$ cat src/rtl/ucsbece154b_pipe_ctrl_pkg.sv
// rtl/ucsbece154b_pipe_ctrl_pkg.sv - shared decode encodings and control bundle for the pipeline control unit
package ucsbece154b_pipe_ctrl_pkg;

    localparam logic [2:0] IMM_I = 3'b000;
    localparam logic [2:0] IMM_S = 3'b001;
    localparam logic [2:0] IMM_B = 3'b010;
    localparam logic [2:0] IMM_J = 3'b011;
    localparam logic [2:0] IMM_U = 3'b100;

    localparam logic [2:0] ALU_ADD = 3'b000;
    localparam logic [2:0] ALU_SUB = 3'b001;
    localparam logic [2:0] ALU_AND = 3'b010;
    localparam logic [2:0] ALU_OR  = 3'b011;
    localparam logic [2:0] ALU_SLT = 3'b101;

    localparam logic [1:0] RES_ALU    = 2'b00;
    localparam logic [1:0] RES_MEM    = 2'b01;
    localparam logic [1:0] RES_PC4    = 2'b10;
    localparam logic [1:0] RES_IMMEXT = 2'b11;

    localparam logic [1:0] FWD_NONE = 2'b00;
    localparam logic [1:0] FWD_WB   = 2'b01;
    localparam logic [1:0] FWD_MEM  = 2'b10;

    localparam logic [6:0] OP_LW  = 7'b0000011;
    localparam logic [6:0] OP_SW  = 7'b0100011;
    localparam logic [6:0] OP_R   = 7'b0110011;
    localparam logic [6:0] OP_I   = 7'b0010011;
    localparam logic [6:0] OP_B   = 7'b1100011;
    localparam logic [6:0] OP_JAL = 7'b1101111;
    localparam logic [6:0] OP_LUI = 7'b0110111;

    typedef struct packed {
        logic       regWrite;
        logic [1:0] resultSrc;
        logic       memWrite;
        logic       jump;
        logic       branch;
        logic       branchNe;
        logic [2:0] aluControl;
        logic       aluSrc;
    } ctrl_t;

    // M stage has the newest value, so it outranks W.
    function automatic logic [1:0] fwdSel(input logic [4:0] rs, input logic [4:0] rdM,
                                          input logic [4:0] rdW, input logic regWriteM,
                                          input logic regWriteW);
        if (regWriteM && rs != 5'd0 && rs == rdM)
            return FWD_MEM;
        else if (regWriteW && rs != 5'd0 && rs == rdW)
            return FWD_WB;
        else
            return FWD_NONE;
    endfunction

endpackage

$ cat src/rtl/ucsbece154b_hazard.sv
// rtl/ucsbece154b_hazard.sv - combinational stall, flush and forwarding selects
module ucsbece154b_hazard
    import ucsbece154b_pipe_ctrl_pkg::*;
(
    input  logic [4:0] Rs1D_i,
    input  logic [4:0] Rs2D_i,
    input  logic [4:0] Rs1E_i,
    input  logic [4:0] Rs2E_i,
    input  logic [4:0] RdE_i,
    input  logic [4:0] RdM_i,
    input  logic [4:0] RdW_i,
    input  logic [1:0] ResultSrcE_i,
    input  logic       RegWriteM_i,
    input  logic       RegWriteW_i,
    input  logic       PCSrcE_i,
    output logic       StallF_o,
    output logic       StallD_o,
    output logic       FlushD_o,
    output logic       FlushE_o,
    output logic [1:0] ForwardAE_o,
    output logic [1:0] ForwardBE_o
);

    logic lwStall;

    assign lwStall = (ResultSrcE_i == RES_MEM) && (RdE_i != 5'd0) &&
                     ((Rs1D_i == RdE_i) || (Rs2D_i == RdE_i));

    // A redirect discards the D instruction, so holding F/D would only lose the new PC.
    assign StallF_o = lwStall & ~PCSrcE_i;
    assign StallD_o = lwStall & ~PCSrcE_i;
    assign FlushD_o = PCSrcE_i;
    assign FlushE_o = lwStall | PCSrcE_i;

    assign ForwardAE_o = fwdSel(Rs1E_i, RdM_i, RdW_i, RegWriteM_i, RegWriteW_i);
    assign ForwardBE_o = fwdSel(Rs2E_i, RdM_i, RdW_i, RegWriteM_i, RegWriteW_i);

endmodule

$ cat src/rtl/ucsbece154b_pipe_ctrl.sv
// rtl/ucsbece154b_pipe_ctrl.sv - decode, control pipeline and hazard unit; UCSBECE154B_PERF_CNT_EN adds perf counters
module ucsbece154b_pipe_ctrl
    import ucsbece154b_pipe_ctrl_pkg::*;
#(
    parameter int CNT_W = 32
) (
    input  logic             clk,
    input  logic             reset,
    input  logic [6:0]       op_i,
    input  logic [2:0]       funct3_i,
    input  logic             funct7b5_i,
    input  logic [4:0]       Rs1D_i,
    input  logic [4:0]       Rs2D_i,
    input  logic [4:0]       Rs1E_i,
    input  logic [4:0]       Rs2E_i,
    input  logic [4:0]       RdE_i,
    input  logic [4:0]       RdM_i,
    input  logic [4:0]       RdW_i,
    input  logic             ZeroE_i,
    output logic [2:0]       ImmSrcD_o,
    output logic             ALUSrcE_o,
    output logic [2:0]       ALUControlE_o,
    output logic             PCSrcE_o,
    output logic             MemWriteM_o,
    output logic [1:0]       ResultSrcM_o,
    output logic [1:0]       ResultSrcW_o,
    output logic             RegWriteW_o,
    output logic             StallF_o,
    output logic             StallD_o,
    output logic             FlushD_o,
    output logic             FlushE_o,
    output logic [1:0]       ForwardAE_o,
    output logic [1:0]       ForwardBE_o
`ifdef UCSBECE154B_PERF_CNT_EN
    ,
    output logic [CNT_W-1:0] cycle_cnt_o,
    output logic [CNT_W-1:0] retired_cnt_o,
    output logic [CNT_W-1:0] stall_cnt_o,
    output logic [CNT_W-1:0] flush_cnt_o
`endif
);

    ctrl_t      ctrlD, ctrlE;
    logic [2:0] immSrcD;
    logic       regWriteM, memWriteM, regWriteW;
    logic [1:0] resultSrcM, resultSrcW;

    always_comb begin
        ctrlD   = '0;
        immSrcD = IMM_I;
        case (op_i)
            OP_LW: begin
                ctrlD.regWrite  = 1'b1;
                ctrlD.aluSrc    = 1'b1;
                ctrlD.resultSrc = RES_MEM;
            end
            OP_SW: begin
                ctrlD.memWrite = 1'b1;
                ctrlD.aluSrc   = 1'b1;
                immSrcD        = IMM_S;
            end
            OP_R, OP_I: begin
                ctrlD.regWrite = 1'b1;
                ctrlD.aluSrc   = (op_i == OP_I);
                case (funct3_i)
                    3'b000:  ctrlD.aluControl = (op_i == OP_R && funct7b5_i) ? ALU_SUB : ALU_ADD;
                    3'b111:  ctrlD.aluControl = ALU_AND;
                    3'b110:  ctrlD.aluControl = ALU_OR;
                    3'b010:  ctrlD.aluControl = ALU_SLT;
                    default: ctrlD.aluControl = ALU_ADD;
                endcase
            end
            OP_B: begin
                if (funct3_i == 3'b000 || funct3_i == 3'b001) begin
                    ctrlD.branch     = 1'b1;
                    ctrlD.branchNe   = funct3_i[0];
                    ctrlD.aluControl = ALU_SUB;
                    immSrcD          = IMM_B;
                end
            end
            OP_JAL: begin
                ctrlD.jump      = 1'b1;
                ctrlD.regWrite  = 1'b1;
                ctrlD.resultSrc = RES_PC4;
                immSrcD         = IMM_J;
            end
            OP_LUI: begin
                ctrlD.regWrite  = 1'b1;
                ctrlD.resultSrc = RES_IMMEXT;
                immSrcD         = IMM_U;
            end
            default: begin
                ctrlD   = '0;
                immSrcD = IMM_I;
            end
        endcase
    end

    always_ff @(posedge clk or posedge reset) begin
        if (reset)
            ctrlE <= '0;
        else if (FlushE_o)
            ctrlE <= '0;
        else
            ctrlE <= ctrlD;
    end

    always_ff @(posedge clk or posedge reset) begin
        if (reset) begin
            regWriteM  <= 1'b0;
            resultSrcM <= RES_ALU;
            memWriteM  <= 1'b0;
            regWriteW  <= 1'b0;
            resultSrcW <= RES_ALU;
        end else begin
            regWriteM  <= ctrlE.regWrite;
            resultSrcM <= ctrlE.resultSrc;
            memWriteM  <= ctrlE.memWrite;
            regWriteW  <= regWriteM;
            resultSrcW <= resultSrcM;
        end
    end

    assign ImmSrcD_o     = immSrcD;
    assign ALUSrcE_o     = ctrlE.aluSrc;
    assign ALUControlE_o = ctrlE.aluControl;
    assign PCSrcE_o      = ctrlE.jump | (ctrlE.branch & (ZeroE_i ^ ctrlE.branchNe));
    assign MemWriteM_o   = memWriteM;
    assign ResultSrcM_o  = resultSrcM;
    assign ResultSrcW_o  = resultSrcW;
    assign RegWriteW_o   = regWriteW;

    ucsbece154b_hazard u_hazard (
        .Rs1D_i       (Rs1D_i),
        .Rs2D_i       (Rs2D_i),
        .Rs1E_i       (Rs1E_i),
        .Rs2E_i       (Rs2E_i),
        .RdE_i        (RdE_i),
        .RdM_i        (RdM_i),
        .RdW_i        (RdW_i),
        .ResultSrcE_i (ctrlE.resultSrc),
        .RegWriteM_i  (regWriteM),
        .RegWriteW_i  (regWriteW),
        .PCSrcE_i     (PCSrcE_o),
        .StallF_o     (StallF_o),
        .StallD_o     (StallD_o),
        .FlushD_o     (FlushD_o),
        .FlushE_o     (FlushE_o),
        .ForwardAE_o  (ForwardAE_o),
        .ForwardBE_o  (ForwardBE_o)
    );

`ifdef UCSBECE154B_PERF_CNT_EN
    logic validE, validM, validW;

    always_ff @(posedge clk or posedge reset) begin
        if (reset) begin
            validE        <= 1'b0;
            validM        <= 1'b0;
            validW        <= 1'b0;
            cycle_cnt_o   <= '0;
            retired_cnt_o <= '0;
            stall_cnt_o   <= '0;
            flush_cnt_o   <= '0;
        end else begin
            validE      <= FlushE_o ? 1'b0 : (op_i != 7'd0);
            validM      <= validE;
            validW      <= validM;
            cycle_cnt_o <= cycle_cnt_o + 1'b1;
            if (validW)
                retired_cnt_o <= retired_cnt_o + 1'b1;
            if (StallD_o)
                stall_cnt_o <= stall_cnt_o + 1'b1;
            if (PCSrcE_o)
                flush_cnt_o <= flush_cnt_o + 1'b1;
        end
    end
`endif

endmodule

$ cat config.mk
export PLATFORM = sky130hd
export DESIGN_NAME = ucsbece154b_pipe_ctrl
export DESIGN_NICKNAME = d
export VERILOG_FILES = /design/src/rtl/ucsbece154b_pipe_ctrl_pkg.sv /design/src/rtl/ucsbece154b_hazard.sv /design/src/rtl/ucsbece154b_pipe_ctrl.sv
export SDC_FILE = /design/constraint.sdc
export NUM_CORES = 1
export LEC_CHECK = 0
export BUFFER_PORTS_ARGS = -buffer_cell sky130_fd_sc_hd__buf_2
export CAP_MARGIN = 20
export CORE_MARGIN = 8
export CORE_UTILIZATION = 37
export DETAILED_ROUTE_END_ITERATION = 16
export HOLD_SLACK_MARGIN = 0.06
export PLACE_DENSITY_LB_ADDON = 0.1
export SLEW_MARGIN = 20
export SYNTH_ARGS = -nofsm -noshare
export SYNTH_HDL_FRONTEND = slang
export SYNTH_SLANG_ARGS = --single-unit
$ cat constraint.sdc
create_clock -name clk -period 3 [get_ports clk]
set_clock_uncertainty 0.15 [all_clocks]
set_input_delay 0.15 -clock clk [delete_from_list [all_inputs] [get_ports clk]]
set_output_delay 0.15 -clock clk [all_outputs]
set_load 0.01 [all_outputs]
=== Word-level counts from Yosys, hierarchy flattened ===
Index checks and enable logic that the tools add are counted.
Widths: inputs -> output; s select.

* Multiplexer cells: 17
* Reductions and logical operators: 20
* Equal/unequal tests: 18
* Bitwise gates (word level): 6

{| class="wikitable"
|+ Operators with widths
! kind !! count
|-
| $eq 5x5->1 || 6
|-
| $pmux 3 s4 || 2
|-
| $eq 7x6->1 const B || 3
|-
| $reduce_bool 5->1 || 3
|-
| $eq 7x7->1 const B || 2
|-
| $logic_and 1x1->1 || 11
|-
| $mux 11 || 1
|-
| $mux 2 || 4
|-
| $eq 7x2->1 const B || 1
|-
| $eq 7x5->1 const B || 1
|-
| $eq 3x3->1 const B || 2
|-
| $mux 1 || 6
|-
| $pmux 2 s3 || 1
|-
| $pmux 3 s2 || 1
|-
| $mux 5 || 1
|-
| $reduce_or 5->1 || 1
|-
| $reduce_or 2->1 || 2
|-
| $eq 3x1->1 const B || 1
|-
| $eq 3x2->1 const B || 1
|-
| $logic_not 3->1 || 1
|-
| $and 1x1->1 || 2
|-
| $eq 2x1->1 const B || 1
|-
| $logic_or 1x1->1 || 2
|-
| $or 1x1->1 || 2
|-
| 3 further kinds || 3
|}

* Register bits after elaboration: 18
* Bits of input ports: 49
* Logic and storage cells: 74
* Output and inout port bits: 22

=== Logic depth before layout (Yosys ltp) ===
Gate-level depths: netlist of the first run.

* Word-level depth: 6
* Mapped depth: 7
* Mapped depth without buffers: 5

=== Modules after synthesis ===
A second synthesis of the first run with hierarchy kept.

* Cells, all modules: 119
* Area, all modules: 1208.7 µm²

{| class="wikitable"
|+ By module, submodules not included
! module !! cells each !! area each (µm²) !! times used
|-
| ucsbece154b_pipe_ctrl || 63 || 747.0 || 1
|-
| ucsbece154b_hazard || 56 || 461.7 || 1
|}

=== Least setup slack after synthesis of the first run ===
No wires, ideal clock.

* Kind: in2out
* From: in RdE_i[2]
* To: out StallF_o
* Data arrival time: 1383 ps
* Path buffers: 2
* Stages: 7
* Path slack: 1317 ps
* Cell sequence: xor2_1 -> nor3_1 -> nand3_1 -> a21oi_2 -> buf_6 -> nor2b_1 -> buf_4

* Longest elaborated chain between the ends: 4
* Elaborated cells on any way between the ends: 7

{| class="wikitable"
|+ Ends and longest elaborated chain
! item !! RTL line !! source
|-
| from (decl) || ucsbece154b_pipe_ctrl.sv:16 || <nowiki>input logic [4:0] RdE_i,</nowiki>
|-
| $eq 5x5->1 / $reduce_bool 5->1 (equally long branches) || ucsbece154b_hazard.sv:27, ucsbece154b_hazard.sv:26 ||
|-
| $logic_or 1x1->1 / $logic_and 1x1->1 (equally long branches) || ucsbece154b_hazard.sv:27, ucsbece154b_hazard.sv:26 ||
|-
| $logic_and 1x1->1 * || ucsbece154b_hazard.sv:26 || <nowiki>assign lwStall = (ResultSrcE_i == RES_MEM) && (RdE_i != 5'd0) &&</nowiki>
|-
| $and 1x1->1 * || -- ||
|-
| to (decl) || ucsbece154b_pipe_ctrl.sv:28 || <nowiki>output logic StallF_o,</nowiki>
|}

Mark *: on every way between the ends. The rest lies on a longest branch, timed or not.

=== Final worst setup path of the first run ===
* From: reg ctrlE[9] (netlist bit)
* To: reg ctrlE[9] (netlist bit)

* Longest elaborated chain between the ends: 5

{| class="wikitable"
|+ Ends and longest elaborated chain
! item !! RTL line !! source
|-
| from (decl) || ucsbece154b_pipe_ctrl.sv:43 || <nowiki>ctrl_t ctrlD, ctrlE;</nowiki>
|-
| from (signal assigned) || ucsbece154b_pipe_ctrl.sv:105 || <nowiki>ctrlE <= ctrlD;</nowiki>
|-
| $eq 2x1->1 || ucsbece154b_hazard.sv:26 ||
|-
| $logic_and 1x1->1 (2 in series) || ucsbece154b_hazard.sv:26 ||
|-
| $or 1x1->1 || ucsbece154b_hazard.sv:33 || <nowiki>assign FlushE_o = lwStall | PCSrcE_i;</nowiki>
|-
| $mux 11 || ucsbece154b_pipe_ctrl.sv:102 || <nowiki>else if (FlushE_o)</nowiki>
|}

No other way between the ends.

==> impl_metrics.tcl, run 1 <==
set metrics [dict create \
    clkSinkCount 18 \
    start_util_pct 38.02 \
    antenna_found_initial 0 \
    clockBufferDepth 2 \
    place_congestion 0.8339 \
    synth_compound_area_share_pct 7.058 \
    yosys-mux-area-fraction_pct 0 \
    rsz0062_at_grt "no" \
    critPathSlowestCell "a21oi_2" \
    grt_pass1_vias 1274 \
    ir_drop_uv 122.0 \
    synth_fp_nets 176 \
    final_nets 251 \
    final.period_utilization_pct 75.52 \
    final_common_cell "buf_2" \
    cp_top_family "compound AO/OA/AOI/OAI gates" \
    multi_input_area_um2 742.0 \
    cts_resized 0 \
    io_buffers 70 \
    p_switching_mw 0.1320 \
    wl_per_cell_um 13.64 \
    switching_share_pct 25.74 \
    cp_num_buf_inv 1 \
    cts-root-buf "clkbuf_4" \
    die_area_um2 5524 \
    yosysUniqueCellTypes 37 \
    die_w_um 74.33 \
    crit_arrival_ns 2.30 \
    routed_via_density 4.907 \
    chipHeight_um 74.33 \
    outcome "complete, no violations" \
    drc 0 \
    tritoncts "yes" \
    htreeDepth 1 \
    async_reset_ff_share_pct 100.0 \
    synth_area_um2 1259 \
    setup.worst_path.end_class "flip-flop" \
    hold_class "in -> reg" \
    insertedDiodeCount 0 \
    worstSetupPathType "reg -> reg" \
    path_clk_slew_ns 0.10 \
    synth_area_per_cell_um2 9.911 \
    drive_gt1_share_pct 44.78 \
    overflow 0 \
    met2_usage_pct 20.70 \
    slew-limit-headroom_pct 45.93 \
    max_cap_violations 0 \
    finalSetupTns_ns 0 \
    areaGrowthSynthToFinish_pct 36.98 \
    cts-buffers-inserted 3 \
    fin_total_pwr_mw 0.5128 \
    worstMarginPinSlew_ns 0.8110 \
    combPwrFrac_pct 24.1 \
    grt_max_degree 19 \
    synthAdderAreaFrac_pct 0 \
    crit_path_start_kind "flip-flop" \
    postCtsHoldBufs 8 \
    core-area_um2 3311 \
    grt_first_pass_wirelength_um 5499 \
    yosysSeqAreaShare_pct 35.79 \
    p_per_area_nw_per_um2 297.4 \
    grt_util_met3_pct 2.965 \
    finalCriticalPeriod_ns 2.266 \
    drt_iter0_drc 21 \
    path_cells "nor2b_1 > o21ai_2 > a21oi_2 > nor4_1 > dlygate4sd3_1" \
    clk_latency_ns 0.29 \
    postCtsSetupRepairBufs 0 \
    first_pass_iters 4 \
    yosysWarnings 0 \
    fill_cells 343 \
    synth-simple-area-share_pct 30.32 \
    synth_top_family_by_area "simple AND/OR/NAND/NOR gates" \
    synth_ff_type "dfrtp_1" \
    power.leakage_nw 0.8325 \
    synth_cells 127 \
    final_max_slew_viol_count 0 \
    fp-row-count 21 \
    final_cell_mix "70 x buf_2, 20 x xnor2_1, 18 x dfrtp_1" \
    cpPeakStageDelay_ns 0.60 \
    grt_use_met1_pct 14.61 \
    antenna_left 0 \
    pwr-share-clk_pct 28.0 \
    synth_area_leaders "dfrtp_1 36%, xnor2_1 14%, xor2_1 7.7%" \
    grt-busiest-layer "met2" \
    synth_edf_count 0 \
    hold_viol_final 0 \
    synth-xor-area-share_pct 21.57 \
    worstPathRequired_ns 3.03 \
    setup_viol 0 \
    crit_fanout 13 \
    via_count 1212 \
    num_io_pins 71 \
    grtUsageTotal_pct 12.33 \
    p_int_mw 0.3808 \
    ys_seq_elements 18 \
    hpwl_um 2773 \
    synth_top_area_cell "dfrtp_1" \
    seqCellArea_um2 450.4 \
    synth_top_area_share_pct 35.79 \
    power_frac_seq_pct 47.9 \
    max_clock_freq_ghz 0.4414 \
    wirelength_um 3369 \
]
## state kept, by name, summed over array words and instances, names as in the netlist
signal	flops
ResultSrcM_o	2
ALUControlE_o	3
MemWriteM_o	1
ResultSrcW_o	2
regWriteM	1
ALUSrcE_o	1
ctrlE	7
RegWriteW_o	1
## power by group through the flow
stage               clock (mW)  sequential, mW  combinational [mW]
floorplan                    0           0.251              0.0582
global placement             0           0.250               0.115
detailed placement           0           0.251               0.117
CTS                      0.150           0.246               0.124
global route             0.159           0.246               0.137
finish                   0.144           0.246               0.123
## per-stage QoR
step	area (µm²)	cells	setup WS, ns	hold WS [ns]	utilization (%)
finish	1724	247	0.7344	0.09496	52.08
detailed placement	1608	235	0.8805	0.1339	48.56
CTS	1724	247	0.7190	0.07145	52.08
floorplan	1259	127	1.317	-0.06143	-
global placement	1608	235	0.9526	0.1099	48.56
global route	1724	247	0.5443	0.1023	52.08
## cells in the mapped netlist (3+ instances only)
| master | instances |
|---|---|
| buf_4 | 5 |
| dfrtp_1 | 18 |
| nand2_1 | 8 |
| nand3_1 | 3 |
| nand4_1 | 4 |
| nor2_1 | 5 |
| nor2b_1 | 3 |
| nor3_1 | 4 |
| nor4_1 | 6 |
| nor4_2 | 3 |
| or2_2 | 3 |
| or3_1 | 3 |
| or4_1 | 4 |
| xnor2_1 | 20 |
| xor2_1 | 11 |
## cell type report
type	instances	share of cell area (%)
Tap cell	46	3.338
Clock buffer	4	2.105
Timing Repair Buffer	78	24.96
Multi-Input combinational cell	99	43.03
Inverter	2	0.4354
Sequential cell	18	26.12
## metal layers
metal / vias up / part of all wire [%]
li1: 599 / -
met3: 2 / 11
met2: 54 / 46
met4: 0 / 0.47
met1: 557 / 42
met5: - / 0
## tightest hold or removal path, cell delays in order
cell and delay (ns):
buf_2 0.09, nand2_1 0.17, nor4_2 0.08
## worst paths after layout
kind | cells after the start | slack (ns) | to | start
setup reg to reg | 5 | 0.73 | ctrlE[9]$_DFF_PP0_ | ctrlE[9]$_DFF_PP0_
min in group asynchronous | 3 | 0.34 | regWriteM$_DFF_PP0_ | reset
hold reg to reg | 0 | 0.21 | regWriteM$_DFF_PP0_ | ctrlE[10]$_DFF_PP0_
setup / recovery | 5 | 0.73 | ctrlE[9]$_DFF_PP0_ | ctrlE[9]$_DFF_PP0_
max in group asynchronous | 3 | 1.94 | ctrlE[4]$_DFF_PP0_ | reset
hold / removal | 3 | 0.09 | ctrlE[6]$_DFF_PP0_ | op_i[0]
## cell families after synthesis
group | count (synthesis)
flip-flops | 18
XOR/XNOR | 31
AND/OR/NAND/NOR | 57
AO/OA/AOI/OAI | 11
buffers and inverters | 10
No activity file was read; power rests on OpenSTA's default activity.
==> run 2, diff against run 1 <==
- clock period: 3 -> 2.4 ns (I/O delays scaled with it)
==> run 2 against run 1 <==
Compared with the run above:
- worst setup slack worse by 0.67 ns
- die area stayed put
- first-iteration DRC count stayed put
- flip-flop and latch count stayed put
- clock power is 23% higher
- design area stayed put
- final cell count stayed put
- routed wire length is 3.8% lower
==> impl_metrics.tcl, run 2 (synthesized netlist as in run 1, its figures left out) <==
set metrics [dict create \
    routed_via_density 4.810 \
    finish.utilization_pct 52.08 \
    power.leakage_nw 0.8298 \
    finalCriticalPeriod_ns 2.338 \
    io_buffers 70 \
    worstSetupPathType "in -> reg" \
    final_cells 247 \
    clk_latency_ns 0.28 \
    largest_register_ffs 7 \
    wirelength_um 3241 \
    cts-root-buf "clkbuf_4" \
    crit_fanout 6 \
    place_congestion 0.8326 \
    grtUsageTotal_pct 11.63 \
    antenna_left 0 \
    top_register "ctrlE" \
    ir_drop_uv 179.3 \
    rsz0062_at_grt "no" \
    min_path_cells 3 \
    cp_top_family "buffers and inverters" \
    slew-limit-headroom_pct 48.30 \
    crit_top_cell "dlygate4sd3_1" \
    clockBufferDepth 2 \
    hold_viol_final 0 \
    grt_pass1_vias 1239 \
    wl_per_cell_um 13.12 \
    start_util_pct 38.02 \
    clkSinkCount 18 \
    path_cells "dlygate4sd3_1 > buf_2 > nand2_1 > or3_4 > or3_1 > nor4_2 > dlygate4sd3_1" \
    chipHeight_um 74.33 \
    setup.worst_path.end_class "flip-flop" \
    cts-buffers-inserted 3 \
    path_clk_slew_ns 0.09 \
    drive_gt1_share_pct 44.78 \
    final_nets 251 \
    grt_first_pass_wirelength_um 5181 \
    core-area_um2 3311 \
    hold_path_startpoint "op_i[1]" \
    outcome "complete, no violations" \
    dp_cells 235 \
    path_depth 7 \
    crit_path_start_kind "primary input" \
    final.period_utilization_pct 97.40 \
    insertedDiodeCount 0 \
    final_cell_mix "70 x buf_2, 20 x xnor2_1, 18 x dfrtp_1" \
    drc 0 \
    hpwl_um 2740 \
    rr_worst_depth 5 \
    cts_resized 0 \
    tritoncts "yes" \
    crit_arrival_ns 2.41 \
    fp-row-count 21 \
    die_area_um2 5524 \
    p_per_area_nw_per_um2 370.4 \
    first_pass_iters 4 \
    max_cap_violations 0 \
    r2r_slack_ns 0.12 \
    min_to "ctrlE[6]$_DFF_PP0_" \
    drt_iter0_drc 21 \
    cp_num_buf_inv 3 \
    die_w_um 74.33 \
    antenna_found_initial 0 \
    finalSetupTns_ns 0 \
    final_max_slew_viol_count 0 \
    grt_max_degree 19 \
    worstPathRequired_ns 2.47 \
    num_io_pins 71 \
    timing.rr.start "ctrlE[4]$_DFF_PP0_" \
    htreeDepth 1 \
    max_clock_freq_ghz 0.4278 \
    final_common_cell "buf_2" \
    worstMarginPinSlew_ns 0.7755 \
    hold_class "in -> reg" \
    setup_viol 0 \
    critPathSlowestCell "dlygate4sd3_1" \
    r2r_end "ALUControlE_o[2]$_DFF_PP0_" \
    via_count 1188 \
    overflow 0 \
    areaGrowthSynthToFinish_pct 36.98 \
    cpPeakStageDelay_ns 0.58 \
]
## run 2: cell counts in the layout (fill, tap and decap cells not counted)
Identical to the previous run, type by type.
## run 2: tightest hold or removal path, delay by kind of cell
kind | cells | cell delay (ns)
buf+inv | 1 | 0.09
simple gates | 2 | 0.24
## run 2: metrics by stage
| stage | hold slack (ns) | setup slack (ns) | instance area, µm² | power [mW] |
|---|---|---|---|---|
| finish | 0.05650 | 0.06237 | 1724 | 0.6387 |
| global placement | 0.07911 | 0.4133 | 1608 | 0.4565 |
| CTS | 0.06097 | 0.09275 | 1724 | 0.6459 |
| global route | 0.07009 | 0.02571 | 1724 | 0.6703 |
| detailed placement | 0.08962 | 0.3932 | 1608 | 0.4600 |
| floorplan | -0.09143 | 0.7713 | 1259 | 0.3864 |
## run 2: cell type report
| class | count | area, µm² |
|---|---|---|
| fill | 326 | 1587 |
| timing repair buffer | 78 | 430.4 |
| sequential | 18 | 450.4 |
| clock buffer | 4 | 36.28 |
| inverter | 2 | 7.507 |
| tap | 46 | 57.56 |
| multi-input combinational | 99 | 742.0 |
## run 2: power by group
| group | internal, mW | switching (mW) |
|---|---|---|
| Combinational | 0.0786 | 0.0756 |
| Sequential | 0.306 | 0.00129 |
| Clock | 0.0923 | 0.0850 |
## run 2: per-layer routing
| layer | wire, µm | GRT usage (%) |
|---|---|---|
| met2 | 1521 | 20.51 |
| met3 | 373 | 2.965 |
| met4 | 31 | 4.565 |
| met1 | 1314 | 13.01 |
| met5 | 0 | 0 |
## run 2: repair_timing
action / 4_1_cts / 5_1_grt
endpoints found under the hold margin: 24 / 0
setup endpoints to repair: 0 / 0
setup buffers: 0 / 0
hold buffers: 8 / 0
## run 2: worst max path at each step
| stage | from | endpoint |
|---|---|---|
| after floorplan | ctrlE[4]$_DFF_PP0_ | ctrlE[7]$_DFF_PP0_ |
| after global placement | RdE_i[2] | StallD_o |
| after detailed placement | RdE_i[2] | StallD_o |
| after CTS | op_i[0] | ALUControlE_o[2]$_DFF_PP0_ |
| after global routing | op_i[0] | ALUControlE_o[2]$_DFF_PP0_ |
| final | op_i[0] | ALUControlE_o[2]$_DFF_PP0_ |
==> run 3, diff against run 2 <==
- ABC_AREA: not set -> 1
==> run 3 against run 2 <==
Compared with the run above:
- final cell count is 30% higher
- first-iteration DRC count grew to 3.4 times the previous value
- routed wire length is 4.6% higher
- largest cell class unchanged
- largest power group unchanged
==> impl_metrics.tcl, run 3 <==
set metrics [dict create \
    yosysWarnings 0 \
    worstMarginPinSlew_ns 0.6444 \
    worstPathRequired_ns 2.48 \
    met2WireLength_um 1654 \
    die_w_um 75.05 \
    synth_most_common_cell "nand2_1" \
    slew-limit-headroom_pct 56.99 \
    wirelength_um 3389 \
    route.top_layer_used "met4" \
    setup.worst_path.end_class "flip-flop" \
    cp_num_buf_inv 5 \
    holdWs_ns 0.07701 \
    cpPeakStageDelay_ns 0.56 \
    final_cells 321 \
    worstSetupPathType "in -> reg" \
    yosysSeqAreaShare_pct 34.92 \
    hold_viol_final 0 \
    crit_top_cell "dlygate4sd3_1" \
    worst_slack_ns 0.3002 \
    synth_edf_count 0 \
    ys_seq_elements 18 \
    drc 0 \
    synth_ff_type "dfrtp_1" \
    fp-row-count 21 \
    grt_first_pass_wirelength_um 5561 \
    overflow 0 \
    num_io_pins 71 \
    hold_class "in -> reg" \
    drt_iter0_drc 71 \
    via_count 1395 \
    path_cells "dlygate4sd3_1 > buf_2 > nor3_4 > buf_4 > inv_1 > nor3_2 > nand2_1 > dlygate4sd3_1 > nor2_1" \
    ir_drop_uv 271.0 \
    core-area_um2 3337 \
    final_common_cell "buf_2" \
    synth_fp_nets 241 \
    antenna_left 0 \
    routed_via_density 4.346 \
    final_max_slew_viol_count 0 \
    outcome "complete, no violations" \
    dp_slack_ns 1.021 \
    power.leakage_nw 1.135 \
    rsz0062_at_grt "no" \
    max_clock_freq_ghz 0.4762 \
    fill_cells 356 \
    dp_cells 302 \
    finish.utilization_pct 54.86 \
    grt_max_degree 19 \
    htreeDepth 1 \
    crit_arrival_ns 2.18 \
    antenna_found_initial 0 \
    final.period_utilization_pct 87.49 \
    seqCellArea_um2 450.4 \
    synth_top_area_share_pct 34.92 \
    io_buffers 70 \
    cts-buffers-inserted 3 \
    synth_area_leaders "dfrtp_1 35%, nand2_1 13%, inv_1 10%" \
    start_util_pct 38.66 \
    insertedDiodeCount 0 \
    top_register "ctrlE" \
    first_pass_iters 4 \
    hold_path_startpoint "funct7b5_i" \
    synth_area_um2 1290 \
    finalSetupTns_ns 0 \
    drive_gt1_share_pct 30.91 \
    clkSinkCount 18 \
    max_cap_violations 0 \
    cp_top_family "buffers and inverters" \
    clockBufferDepth 2 \
    met1_length_um 1422 \
    path_clk_slew_ns 0.10 \
    multi_input_area_um2 651.9 \
    largest_register_ffs 7 \
    hpwl_um 2814 \
    crit_fanout 5 \
    synth_top_area_cell "dfrtp_1" \
    synthTopCellsByCount "46 x nand2_1, 35 x inv_1, 30 x nor2_1, 18 x dfrtp_1, 11 x nand3_1" \
    clk_latency_ns 0.29 \
    async_reset_ff_share_pct 100.0 \
    final_cell_mix "70 x buf_2, 46 x nand2_1, 35 x inv_1" \
    wl_met3_um 300 \
    die_area_um2 5632 \
    yosysUniqueCellTypes 26 \
    wl_per_cell_um 10.56 \
    tritoncts "yes" \
    place_congestion 0.8400 \
    timing.rr.start "ctrlE[4]$_DFF_PP0_" \
    p_per_area_nw_per_um2 352.5 \
    areaGrowthSynthToFinish_pct 41.90 \
    grt_pass1_vias 1378 \
    finalCriticalPeriod_ns 2.100 \
    synth_area_per_cell_um2 6.719 \
    final_nets 325 \
    synth_cells 192 \
    grtUsageTotal_pct 12.32 \
    crit_path_start "op_i[3]" \
    crit_path_start_kind "primary input" \
    cts-root-buf "clkbuf_4" \
    chipHeight_um 75.05 \
    critPathSlowestCell "dlygate4sd3_1" \
    setup_viol 0 \
]
## run 3: per-layer routing
layer  GRT usage, %  vias to the layer above
met5              0                        -
met4          3.696                        0
met3          4.261                        2
met2          20.54                       38
met1          14.40                      604
li1               -                      751
## run 3: area by class of cell
class | instances | share of cell area [%]
multi-input combinational | 131 | 35.61
timing repair buffer | 85 | 27.07
clock buffer | 4 | 1.982
inverter | 37 | 7.587
sequential | 18 | 24.61
tap | 46 | 3.144
## run 3: stage by stage
stage / total power [mW] / area (µm²)
after floorplan: 0.3836 / 1290
after global placement: 0.4544 / 1649
after detailed placement: 0.4549 / 1649
after CTS: 0.6526 / 1815
after global routing: 0.6944 / 1831
final: 0.6453 / 1831
## run 3: kinds of logic (layout without fill, tap and decap cells)
kind of cell    Yosys count  count (layout)  synth area share (%)
compound gates           10              10                 4.754
xor+xnor                 12              12                 8.147
buf+inv                  43             126                 14.55
flops                    18              18                 34.92
simple gates            109             109                 37.63
## run 3: final timing paths
| check | end | slack [ns] | depth (start not counted) |
|---|---|---|---|
| min in group asynchronous | ResultSrcW_o[0]$_DFF_PP0_ | 0.30 | 3 |
| max reg2reg | ctrlE[4]$_DFF_PP0_ | 1.11 | 5 |
| min reg2reg | regWriteM$_DFF_PP0_ | 0.21 | 0 |
| max in group asynchronous | MemWriteM_o$_DFF_PP0_ | 1.38 | 3 |
| min | ALUControlE_o[0]$_DFF_PP0_ | 0.08 | 5 |
| max | ctrlE[4]$_DFF_PP0_ | 0.30 | 9 |
## run 3: what timing repair did
| item | CTS | global route |
|---|---|---|
| buffers inserted | 0 | 2 |
| gates resized for setup | 0 | 0 |
| hold buffers | 13 | 1 |
| setup endpoints to repair | 0 | 1 |
| endpoints found under the hold margin | 25 | 1 |
## run 3: tightest hold or removal path, cell delays in order
cell     delay (ns)
buf_2          0.07
nand3_1        0.06
nand2_1        0.06
a21oi_1        0.07
nor2_2         0.09
## run 3: report_power, final
part	switching [mW]	leakage [nW]	internal, mW
clock network	0.0913	0.0210	0.0924
logic	0.0808	0.863	0.0734
registers	0.00123	0.251	0.306
